<file path="src/rtl/ifu_pkg.sv">
// ifu_pkg: shared types and constants for the instruction fetch unit.
// Holds the fetch FSM state encoding and the fetch-queue entry layout.
package ifu_pkg;

    typedef enum logic [1:0] {
        REQ   = 2'd0,
        WAIT  = 2'd1,
        DRAIN = 2'd2
    } fsm_e;

    localparam logic [63:0] IFU_PC_ENTRY = 64'h8000_0000;
    localparam int IFU_XLEN = 64;
    localparam int IFU_ILEN = 32;

    typedef struct packed {
        logic [IFU_XLEN-1:0] pc;
        logic [IFU_ILEN-1:0] inst;
        logic                fault;
    } fetch_entry_t;

endpackage

</file>
<file path="src/rtl/ifu_fetch_queue.sv">
// ifu_fetch_queue: power-of-two synchronous FIFO between fetch and decode.
// Flush clears occupancy and both pointers in one cycle.
module ifu_fetch_queue
    import ifu_pkg::*;
#(
    parameter int DEPTH = 4,
    parameter int W     = 97
) (
    input  logic                     clk,
    input  logic                     rst,
    input  logic                     push,
    input  logic                     pop,
    input  logic                     flush,
    input  logic [W-1:0]             din,
    output logic [$clog2(DEPTH):0]   count,
    output logic                     full,
    output logic                     empty,
    output logic [W-1:0]             head
);

    localparam int AW = $clog2(DEPTH);

    logic [W-1:0]  mem [DEPTH];
    logic [AW-1:0] wr_ptr;
    logic [AW-1:0] rd_ptr;

    always_ff @(posedge clk) begin
        if (rst || flush) begin
            wr_ptr <= '0;
            rd_ptr <= '0;
            count  <= '0;
        end else begin
            if (push) wr_ptr <= wr_ptr + AW'(1);
            if (pop)  rd_ptr <= rd_ptr + AW'(1);
            count <= count + (AW+1)'(push) - (AW+1)'(pop);
        end
    end

    always_ff @(posedge clk) begin
        if (push) mem[wr_ptr] <= din;
    end

    assign full  = (count == (AW+1)'(DEPTH));
    assign empty = (count == '0);
    assign head  = mem[rd_ptr];

endmodule

</file>
<file path="src/rtl/ifu_fetch.sv">
// ifu_fetch: PC owner, single-outstanding imem requester and fetch queue.
// IFU_MISALIGN_CHECK_EN turns misaligned redirect targets into fault entries.
module ifu_fetch
    import ifu_pkg::*;
#(
    parameter int              XLEN     = 64,
    parameter int              ILEN     = 32,
    parameter logic [XLEN-1:0] PC_ENTRY = XLEN'(IFU_PC_ENTRY),
    parameter int              QDEPTH   = 4
) (
    input  logic            clk,
    input  logic            rst,
    input  logic            ex,
    input  logic [XLEN-1:0] ex_entry,
    input  logic            ex_ret,
    input  logic [XLEN-1:0] epc,
    input  logic            br_taken,
    input  logic [XLEN-1:0] br_target,
    output logic            req_valid,
    input  logic            req_ready,
    output logic [XLEN-1:0] req_addr,
    input  logic            rsp_valid,
    input  logic [ILEN-1:0] rsp_data,
    output logic            id_valid,
    input  logic            id_ready,
    output logic [XLEN-1:0] id_pc,
    output logic [ILEN-1:0] id_inst,
    output logic            id_fault
);

    localparam int CW = $clog2(QDEPTH) + 1;

    typedef struct packed {
        logic [XLEN-1:0] pc;
        logic [ILEN-1:0] inst;
        logic            fault;
    } ent_t;

    fsm_e            state_q, state_d;
    logic [XLEN-1:0] pc_q, pc_d, pc_req_q;
    logic [XLEN-1:0] target, redir_pc;
    logic            run_q, halt_q, fault_q, misalign;
    logic            redirect, hs, credit;
    logic            rsp_push, fault_push;
    logic            q_push, q_pop, q_full, q_empty;
    logic [CW-1:0]   q_count;
    ent_t            q_din, q_head;

    assign redirect = ex | ex_ret | br_taken;
    assign target   = ex ? ex_entry : (ex_ret ? epc : br_target);

`ifdef IFU_MISALIGN_CHECK_EN
    assign misalign = |target[1:0];
    assign redir_pc = target;
`else
    assign misalign = 1'b0;
    assign redir_pc = target & ~XLEN'(3);
`endif

    // No request is outstanding in REQ, so credit is queue space alone
    assign credit    = q_count < CW'(QDEPTH);
    assign req_valid = run_q & ~halt_q & (state_q == REQ) & credit;
    assign req_addr  = pc_q;
    assign hs        = req_valid & req_ready;

    assign rsp_push   = (state_q == WAIT) & rsp_valid & ~redirect;
    assign fault_push = fault_q & ~redirect;
    assign q_pop      = ~q_empty & id_ready & ~redirect;
    assign q_push     = (rsp_push | fault_push) & (~q_full | q_pop);

    always_comb begin
        q_din = '{pc: pc_req_q, inst: rsp_data, fault: 1'b0};
        if (fault_push) q_din = '{pc: pc_q, inst: '0, fault: 1'b1};
    end

    always_comb begin
        state_d = state_q;
        pc_d    = pc_q;
        unique case (state_q)
            REQ: begin
                if (hs) state_d = redirect ? DRAIN : WAIT;
            end
            WAIT: begin
                if (rsp_valid)     state_d = REQ;
                else if (redirect) state_d = DRAIN;
            end
            DRAIN: begin
                if (rsp_valid) state_d = REQ;
            end
            default: state_d = REQ;
        endcase
        if (redirect) pc_d = redir_pc;
        else if (hs)  pc_d = pc_q + XLEN'(4);
    end

    always_ff @(posedge clk) begin
        if (rst) begin
            state_q  <= REQ;
            pc_q     <= PC_ENTRY;
            pc_req_q <= '0;
            run_q    <= 1'b0;
            halt_q   <= 1'b0;
            fault_q  <= 1'b0;
        end else begin
            state_q <= state_d;
            pc_q    <= pc_d;
            run_q   <= 1'b1;
            if (hs) pc_req_q <= pc_q;
            // Fault entry lands the cycle after the flush that clears the queue
            if (redirect) begin
                halt_q  <= misalign;
                fault_q <= misalign;
            end else begin
                fault_q <= 1'b0;
            end
        end
    end

    ifu_fetch_queue #(
        .DEPTH (QDEPTH),
        .W     ($bits(ent_t))
    ) u_queue (
        .clk   (clk),
        .rst   (rst),
        .push  (q_push),
        .pop   (q_pop),
        .flush (redirect),
        .din   (q_din),
        .count (q_count),
        .full  (q_full),
        .empty (q_empty),
        .head  (q_head)
    );

    assign id_valid = ~q_empty;
    assign id_pc    = q_empty ? '0 : q_head.pc;
    assign id_inst  = q_empty ? '0 : q_head.inst;
    assign id_fault = ~q_empty & q_head.fault;

endmodule

</file>
<file path="config.mk">
export PLATFORM = sky130hd
export DESIGN_NAME = ifu_fetch
export DESIGN_NICKNAME = d
export VERILOG_FILES = /design/src/rtl/ifu_pkg.sv /design/src/rtl/ifu_fetch_queue.sv /design/src/rtl/ifu_fetch.sv
export SDC_FILE = /design/constraint.sdc
export NUM_CORES = 1
export LEC_CHECK = 0
export CAP_MARGIN = 10
export CORE_AREA = 3 3 273 275
export DETAILED_ROUTE_END_ITERATION = 6
export DIE_AREA = 0 0 276 278
export SETUP_SLACK_MARGIN = 0.3
export SLEW_MARGIN = 20
export SYNTH_ARGS = -nofsm -noshare
export SYNTH_HDL_FRONTEND = slang
export SYNTH_SLANG_ARGS = --single-unit
</file>
<file path="constraint.sdc">
create_clock -name clk -period 13 [get_ports clk]
set_input_delay 1.3 -clock clk [delete_from_list [all_inputs] [get_ports clk]]
set_output_delay 1.3 -clock clk [all_outputs]
set_load 0.01 [all_outputs]
</file>
== Word-level counts from Yosys, hierarchy flattened ==
Memory sizes are Yosys's and may differ from the RTL's. A register that Yosys moved wholly into a read port is not among the register bits.
Cells that the tools add are included.

* Add/sub/neg operators: 5
* $mul: 0
* Div/mod/pow operators: 0
* Order comparisons: 1
* Equality and inequality tests: 6
* Shifts and indexed selects: 0
* Mux-type cells: 17
* Bitwise operators: 15
* Reductions and logical operators: 6

{| class="wikitable"
|+ Operators with widths
! kind !! number
|-
| two-way mux 64 bit || 5
|-
| adder 64 x 3 -> 64 bit (second input constant) || 1
|-
| two-way mux 32 bit || 1
|-
| two-way mux 2 bit || 7
|-
| AND 1 bit || 8
|-
| case mux 2 bit (3 select lines) || 1
|-
| adder 2 x 1 -> 2 bit (second input constant) || 2
|-
| inequality test 2 bit (second input constant) || 2
|-
| adder 3 x 1 -> 3 bit || 1
|-
| equality test 3 bit (second input constant) || 1
|-
| logical NOT 3 bit || 1
|-
| < comparator 3 bit (second input constant) || 1
|-
| two-way mux 1 bit || 3
|-
| inequality test 3 bit (second input constant) || 1
|-
| NOT 1 bit || 3
|-
| bitwise OR 1 bit || 3
|-
| AND reduction 3 bit || 1
|-
| subtractor 3 x 1 -> 3 bit || 1
|-
| equality test 2 x 1 -> 1 bit (second input constant) || 1
|-
| equality test 2 bit (second input constant) || 1
|-
| logical NOT 2 bit || 1
|-
| nonzero test 2 bit || 1
|-
| OR reduction 2 bit || 1
|-
| AND 1 bit (second input constant) || 1
|-
| logical OR 1 bit || 1
|}

* Register bits: 138
* Bits in latches: 0
* Memory bits (writable): 384
* Memory bits (read-only): 0
* Output and inout port bits: 163
* Logic and storage cells: 59
* Memories kept: 1

{| class="wikitable"
|+ Memory list
! memory !! depth !! bits a word !! rd ports !! clocked after memory_dff !! write ports !! line !! text
|-
| u_queue.mem || 4 || 96 || 1 || 1 || 1 || ifu_fetch_queue.sv:23 || <nowiki>logic [W-1:0] mem [DEPTH];</nowiki>
|}

== Longest topological paths before layout ==
Gate-level depths: netlist of the first run.

* Depth in word-level cells: 8
* Mapped depth: 12
* Depth with buffers taken out: 11

== Cells and area by module ==
Synthesis of the first run repeated with hierarchy kept, for this count alone.

* Cells, all modules: 1,728
* Area, all modules: 22,883.2 µm²

{| class="wikitable"
|+ Modules (own cells, without submodules)
! module !! instances !! cells each !! area an instance (µm²) !! seq. area each (µm²)
|-
| ifu_fetch_queue || 1 || 553 || 14,436.3 || 11,831.3
|-
| ifu_fetch || 1 || 1,175 || 8,446.9 || 2,542.4
|}

== Least setup slack after synthesis of the first run ==
No wires, ideal clock.

* Kind: input -> register
* Start: in ex_ret
* End: mem u_queue.mem[0][0] in the netlist's numbering, enable pin
* Library setup time: 0.463 ns
* Arrival: 4.816 ns
* Path slack: 7.721 ns
* Stages: 5
* Cell sequence: clkbuf_1 > or3_1 > clkbuf_1 > nor3_1 > and2_1

* Longest elaborated chain between the ends: 8
* Elaborated cells on any way between the ends: 9
* Classes of those cells: 2 x mux; 7 x bitwise

{| class="wikitable"
|+ RTL lines
! what !! line !! text
|-
| start: declaration || ifu_fetch.sv:15 || <nowiki>input logic ex_ret,</nowiki>
|-
| bitwise OR 1 bit * (2 in a row) || ifu_fetch.sv:49 || <nowiki>assign redirect = ex | ex_ret | br_taken;</nowiki>
|-
| NOT 1 bit * || ifu_fetch.sv:66, ifu_fetch.sv:68 ||
|-
| AND 1 bit || ifu_fetch.sv:68 || <nowiki>assign q_pop = ~q_empty & id_ready & ~redirect;</nowiki>
|-
| bitwise OR 1 bit || ifu_fetch.sv:69 || <nowiki>assign q_push = (rsp_push | fault_push) & (~q_full | q_pop);</nowiki>
|-
| AND 1 bit * || ifu_fetch.sv:69 ||
|-
| named net q_push || ifu_fetch.sv:45 || <nowiki>logic q_push, q_pop, q_full, q_empty;</nowiki>
|-
| two-way mux 1 bit * || ifu_fetch_queue.sv:40 || <nowiki>if (push) mem[wr_ptr] <= din;</nowiki>
|-
| two-way mux 1 bit (implied by the code) * || ifu_fetch_queue.sv:40 ||
|-
| end: declaration || ifu_fetch_queue.sv:23 ||
|}

Mark *: on every way through the listed nets, which the timed path passes. The rest lies on a longest branch.

==> flow_metrics.py, run 1 <==
metrics = {
    "pwr": {
        "cellLeakagePower_nw": 9.41,
        "ir_worst_vdd_mv": 0.0877,
        "p_per_area_mw_per_mm2": 128,
    },
    "timing": {
        "rsz0062_at_grt": "no",
        "max_freq_mhz": 214,
        "worst_pin_slew_ns": 1.08,
        "finalCriticalPeriod_ns": 4.68,
        "final_max_slew_viol_count": 0,
        "tns_ns": 0,
        "slew_headroom": 0.275,
        "finalCritPeriodShare": 0.360,
        "fin_skew_ns": 0.0286,
        "final-setup-viol-count": 0,
        "hold_viol": 0,
    },
    "clock_network": {
        "clk_pin_slew_ns": 0.06,
        "cts_buffers": 54,
        "cts-hold-fix-buffers": 0,
        "clk-insertion-delay-late_ns": 0.61,
        "post_cts_buffers": 0,
        "htreeDepth": 2,
        "postCtsResizedCells": 0,
        "cts.sinks": 512,
        "cts_tree": "built",
        "clockRootBuffer": "clkbuf_16",
        "cts_buffer_depth": 3,
    },
    "drt": {
        "num_vias": 15300,
        "ant_nets": 0,
        "avgRoutedWirePerCell_microns": 24.3,
        "drt-total-wl_microns": 71900,
        "drtIter0Drc": 1294,
        "dr.pass1.iters": 7,
        "route.detailed.drc": 0,
        "drt-vias-per-instance": 5.17,
    },
    "layout": {
        "drive_gt1_frac": 0.118,
        "fin_area_sq_mm": 0.0283,
        "syn_to_final_growth_pct": 30.7,
        "finalNetCount": 2194,
    },
    "die": {
        "start_util": 0.299,
        "ioPinCount": 395,
        "core_region_area_sq_mm": 0.0726,
        "die-area_sq_mm": 0.0767,
        "row_count": 99,
        "die_h_microns": 278,
        "die_w_microns": 276,
    },
    "logic_synthesis": {
        "yosysUniqueCellTypes": 69,
        "synthArstFlopShare": 0,
        "synth_top_area_cell": "edfxtp_1",
        "yosysSeqAreaShare": 0.646,
        "yosys-top-cells-area": "edfxtp_1, dfxtp_1, mux4_2",
        "syn_area_sq_mm": 0.0217,
        "synth_ff_type": "edfxtp_1",
        "syn_inst": 1602,
        "synth_most_common_cell": "edfxtp_1",
        "ys_top_cells_by_count": "edfxtp_1, nand2_1, dfxtp_1",
        "postSynthAreaPerCell_sq_um": 13.5,
        "synth-seq-cells": 512,
        "synth-edff-count": 376,
        "synth.top_cell.area_share": 0.521,
        "synth_warnings": 0,
    },
    "critical_path": {
        "start_kind": "flip-flop",
        "worstPathRequired_ns": 11.70,
        "crit_path_end_kind": "output port",
        "r2r_cells": 7,
        "cp.arrival_ns": 3.38,
        "setup.worst_path.class": "reg2out",
        "path_max_fanout": 59,
    },
    "global_route": {
        "grt_max_degree": 67,
        "antenna_found_initial": 3,
        "grt_usage": 0.182,
        "grt_pass1_wl_microns": 104000,
        "grt_overflow": 0,
        "grt_pass1_vias": 15400,
    },
    "placed_design": {
        "dpl_cell_area_sq_mm": 0.0265,
        "gp_congestion": 0.875,
        "dp_hpwl_microns": 47500,
        "portBuffers": 383,
    },
    "worst_hold_path": {
        "hold_path.class": "reg2reg",
        "whs_path_depth": 1,
    },
    "outcome": {
        "outcome": "finished, final reports clean",
    },
    "job": {
        "drv_cap": 0,
    },
}
[layer usage]
| metal | up-vias | wire, microns | track usage |
|---|---|---|---|
| li1 | 6886 | - | - |
| met1 | 7612 | 30200 | 0.236 |
| met2 | 673 | 35300 | 0.312 |
| met3 | 119 | 4800 | 0.0369 |
| met4 | 2 | 1570 | 0.0466 |
| met5 | - | 13 | 0 |
[where the power goes]
group          switching [mW]  leakage [nW]  total [mW]  internal [mW]
Clock                   0.657         0.894        1.59          0.931
Combinational           0.123          3.57       0.243          0.120
Sequential             0.0375          4.95        1.80           1.76
Total                   0.818          9.41        3.63           2.81
[critical path: stages, from the launching register on]
cell and delay [ns]:
dfxtp_4 0.72, buf_4 0.89, mux4_2 0.41, and2_1 0.20
clkdlybuf4s50_1 0.49
[sequential cells by signal, indices dropped and copies added (netlist names), named ones only]
| name | count |
|---|---|
| run_q | 1 |
| u_queue.mem | 376 |
| state_q | 2 |
| u_queue.count | 3 |
| u_queue.wr_ptr | 2 |
| req_addr | 62 |
| pc_req_q | 62 |
| u_queue.rd_ptr | 2 |
[logic make-up after synthesis]
kind of cell | share of synthesized area
multiplexers | 0.0995
adder cells (fa/ha/maj) | 0.00496
other | 0.000173
buffers and inverters | 0.0251
XOR/XNOR | 0.00727
AND/OR/NAND/NOR | 0.120
AO/OA/AOI/OAI | 0.0965
flip-flops | 0.646
[area by class of cell]
class	count	area (sq um)
Antenna cell	1	2.50
Clock buffer	64	1430
Clock inverter	38	415
Fill cell	6855	44200
Inverter	22	82.6
Multi-Input combinational cell	959	7180
Sequential cell	512	14000
Tap cell	959	1200
Timing Repair Buffer	405	4010
[final timing paths]
check                  start           end  slack [ns]
hold reg to reg   state_q[1]    state_q[0]        0.48
setup / recovery   flip-flop     id_pc[53]        8.32
setup reg to reg  state_q[0]  req_addr[26]        9.32
hold / removal    state_q[1]    state_q[0]        0.48
[per-stage QoR]
step           std cells  setup WS (ns)  total power, mW   util  hold slack [ns]
2_1_floorplan       1606           7.72             1.91      -            0.439
3_3_place_gp        2856           7.75             2.07  0.365            0.455
3_5_place_dp        2857           7.67             2.08  0.365            0.483
4_1_cts             2959           8.10             3.68  0.390            0.484
5_1_grt             2959           8.06             3.76  0.390            0.506
6_report            2960           8.32             3.63  0.390            0.482
[cell usage in the layout, fill, tap and decap left out, drive strengths merged, types with 24 or more instances in the layout]
cell / count
nand2: 181
edfxtp: 376
dfxtp: 136
clkbuf: 64
nand3: 28
clkdlybuf4s50: 380
and2: 101
clkinv: 25
o21ai: 70
a22oi: 28
a21oi: 122
nor4: 31
buf: 25
inv: 24
mux4: 94
nand4: 28
nor2: 63
Note: power is estimated with default switching activity, not from simulation.
==> inputs of run 2 (changes only) <==
- clock period: 13 -> 4.3 ns (I/O delays scaled with it)
==> run 2 against run 1 <==
Sequential cell count unchanged. Hold slack got worse by 0.19 ns. Count of clock-buffer cells in the layout increased by 2. Worst setup slack got worse by 7.4 ns. Clock power increased to 3.1 times the previous value. First-iteration DRC count decreased by 4.9%. Final area increased by 1.2%. Die area unchanged. Sequential share of layout area decreased by 0.57 points. Clock skew decreased by 0.0018 ns. Global-route usage decreased by 0.24 points. Combinational power increased to 3.2 times the previous value.
==> flow_metrics.py, run 2 (synthesis gave the netlist of run 1 again) <==
metrics = {
    "timing": {
        "tns_ns": 0,
        "fin_skew_ns": 0.0267,
        "hold_viol": 0,
        "rsz0062_at_grt": "no",
        "final_max_slew_viol_count": 0,
        "finalCriticalPeriod_ns": 3.37,
        "final-setup-viol-count": 0,
        "worst_pin_slew_ns": 1.06,
        "slew_headroom": 0.292,
        "max_freq_mhz": 297,
        "finalCritPeriodShare": 0.784,
    },
    "pwr": {
        "clkPwrFrac": 0.439,
        "cellLeakagePower_nw": 9.58,
        "power.total_mw": 11.1,
        "power.share.switching": 0.223,
        "power.internal_mw": 8.60,
        "ir_worst_vdd_mv": 0.252,
        "switchingPower_mw": 2.46,
        "p_per_area_mw_per_mm2": 386,
        "combPwrFrac": 0.070,
        "pwr-share-seq": 0.491,
    },
    "critical_path": {
        "critPathTopFamily": "buffers and inverters",
        "reg2reg_to": "req_addr[28]",
        "worst-path-buf-inv": 2,
        "r2r_cells": 7,
        "path_cells": "buf_4 -> mux4_2 -> and2_1 -> clkdlybuf4s50_1",
        "path_max_fanout": 21,
        "setup.worst_path.class": "reg2out",
        "r2r_start": "state_q[0]",
        "max_stage_delay_ns": 0.63,
        "start_kind": "flip-flop",
        "r2r_slack_ns": 1.11,
        "cp.arrival_ns": 2.94,
        "crit_path_top_delay_cell": "dfxtp_4",
        "worstPathRequired_ns": 3.87,
        "crit_path_end_kind": "output port",
    },
    "layout": {
        "final_util": 0.395,
        "fillers": 6790,
        "multi_input_comb_area_sq_mm": 0.00718,
        "regArea_sq_mm": 0.0140,
        "largest_reg_flops": 376,
        "regMostFlops": "u_queue.mem",
        "finalNetCount": 2221,
        "drive_gt1_frac": 0.130,
        "diodes": 0,
        "layout_commonest_cell": "clkdlybuf4s50_1",
        "final_cell_mix": "clkdlybuf4s50_1, edfxtp_1, nand2_1",
        "syn_to_final_growth_pct": 32.2,
    },
    "clock_network": {
        "htreeDepth": 2,
        "cts_buffer_depth": 3,
        "cts.sinks": 512,
        "cts_tree": "built",
        "clk-insertion-delay-late_ns": 0.60,
        "clockRootBuffer": "clkbuf_16",
        "cts-hold-fix-buffers": 0,
        "post_cts_buffers": 0,
        "cts_buffers": 54,
        "postCtsResizedCells": 0,
        "clk_pin_slew_ns": 0.06,
    },
    "die": {
        "row_count": 99,
        "die_h_microns": 278,
        "start_util": 0.299,
        "die-area_sq_mm": 0.0767,
        "die_w_microns": 276,
        "core_region_area_sq_mm": 0.0726,
        "ioPinCount": 395,
    },
    "drt": {
        "drt-total-wl_microns": 70700,
        "avgRoutedWirePerCell_microns": 23.7,
        "ant_nets": 0,
        "num_vias": 15200,
        "drt-vias-per-instance": 5.11,
        "drtIter0Drc": 1231,
        "dr.pass1.iters": 5,
        "route.detailed.drc": 0,
    },
    "placed_design": {
        "dp_hpwl_microns": 48700,
        "portBuffers": 383,
        "gp_congestion": 0.879,
    },
    "worst_hold_path": {
        "whs_path_depth": 3,
        "min_from": "rst",
        "min_to": "run_q",
        "hold_path.class": "in2reg",
    },
    "global_route": {
        "grt_usage": 0.180,
        "grt_pass1_vias": 15400,
        "antenna_found_initial": 3,
        "grt_overflow": 0,
        "grt_pass1_wl_microns": 103000,
        "grt_max_degree": 64,
    },
    "outcome": {
        "outcome": "finished, final reports clean",
    },
    "job": {
        "drv_cap": 0,
    },
}
## run 2: cell count changes in the layout (fill, tap and decap cells not counted), moves of 2 or more
cell	change
clkinv_4	-3
inv_6	+3
clkbuf_8	+3
buf_12	+10
clkinv_1	-2
buf_4	+18
## run 2: how the worst max path moves through the flow
stage,startpoint,to,slack [ns],cells after the start
global placement,br_taken,req_addr[39],1.05,6
global route,flip-flop,id_pc[55],0.70,4
finish,flip-flop,id_pc[58],0.93,4
detailed placement,br_taken,req_addr[30],0.98,8
CTS,u_queue.count[1],id_pc[15],0.74,4
floorplan,ex_ret,u_queue.mem[0][0],0.90,5
## run 2: area by class of cell
type,count,area share
flip-flops and latches,512,0.489
clock buffers,66,0.0505
inverters,22,0.00288
multi-input cells,959,0.250
well taps,959,0.0419
clock inverters,36,0.0148
repair buffers,432,0.151
## run 2: tightest hold or removal path, stage by stage
cell   delay, ns
buf_4       0.09
inv_1       0.03
buf_4       0.22
## run 2: per-stage QoR
step | hold slack [ns] | std cells | area [sq um] | setup slack [ns]
2_1_floorplan | 0.439 | 1606 | 21700 | 0.901
3_3_place_gp | 0.452 | 2884 | 26800 | 1.05
3_5_place_dp | 0.473 | 2884 | 26800 | 0.979
5_1_grt | 0.249 | 2986 | 28700 | 0.705
6_report | 0.290 | 2986 | 28700 | 0.927
4_1_cts | 0.228 | 2986 | 28700 | 0.741
## run 2: routing by layer
layer	vias up	share of wire	track usage
met5	-	0.00016	0
met4	2	0.033	0.0594
met3	113	0.074	0.0424
met2	595	0.48	0.295
met1	7617	0.42	0.234
li1	6918	-	-
## run 2: power groups by stage
stage / Clock [mW] / Sequential, mW / Combinational [mW]
6_report: 4.86 / 5.43 / 0.772
5_1_grt: 5.17 / 5.44 / 0.828
4_1_cts: 4.97 / 5.43 / 0.777
3_5_place_dp: 0 / 5.54 / 0.773
3_3_place_gp: 0 / 5.53 / 0.765
2_1_floorplan: 0 / 5.52 / 0.265
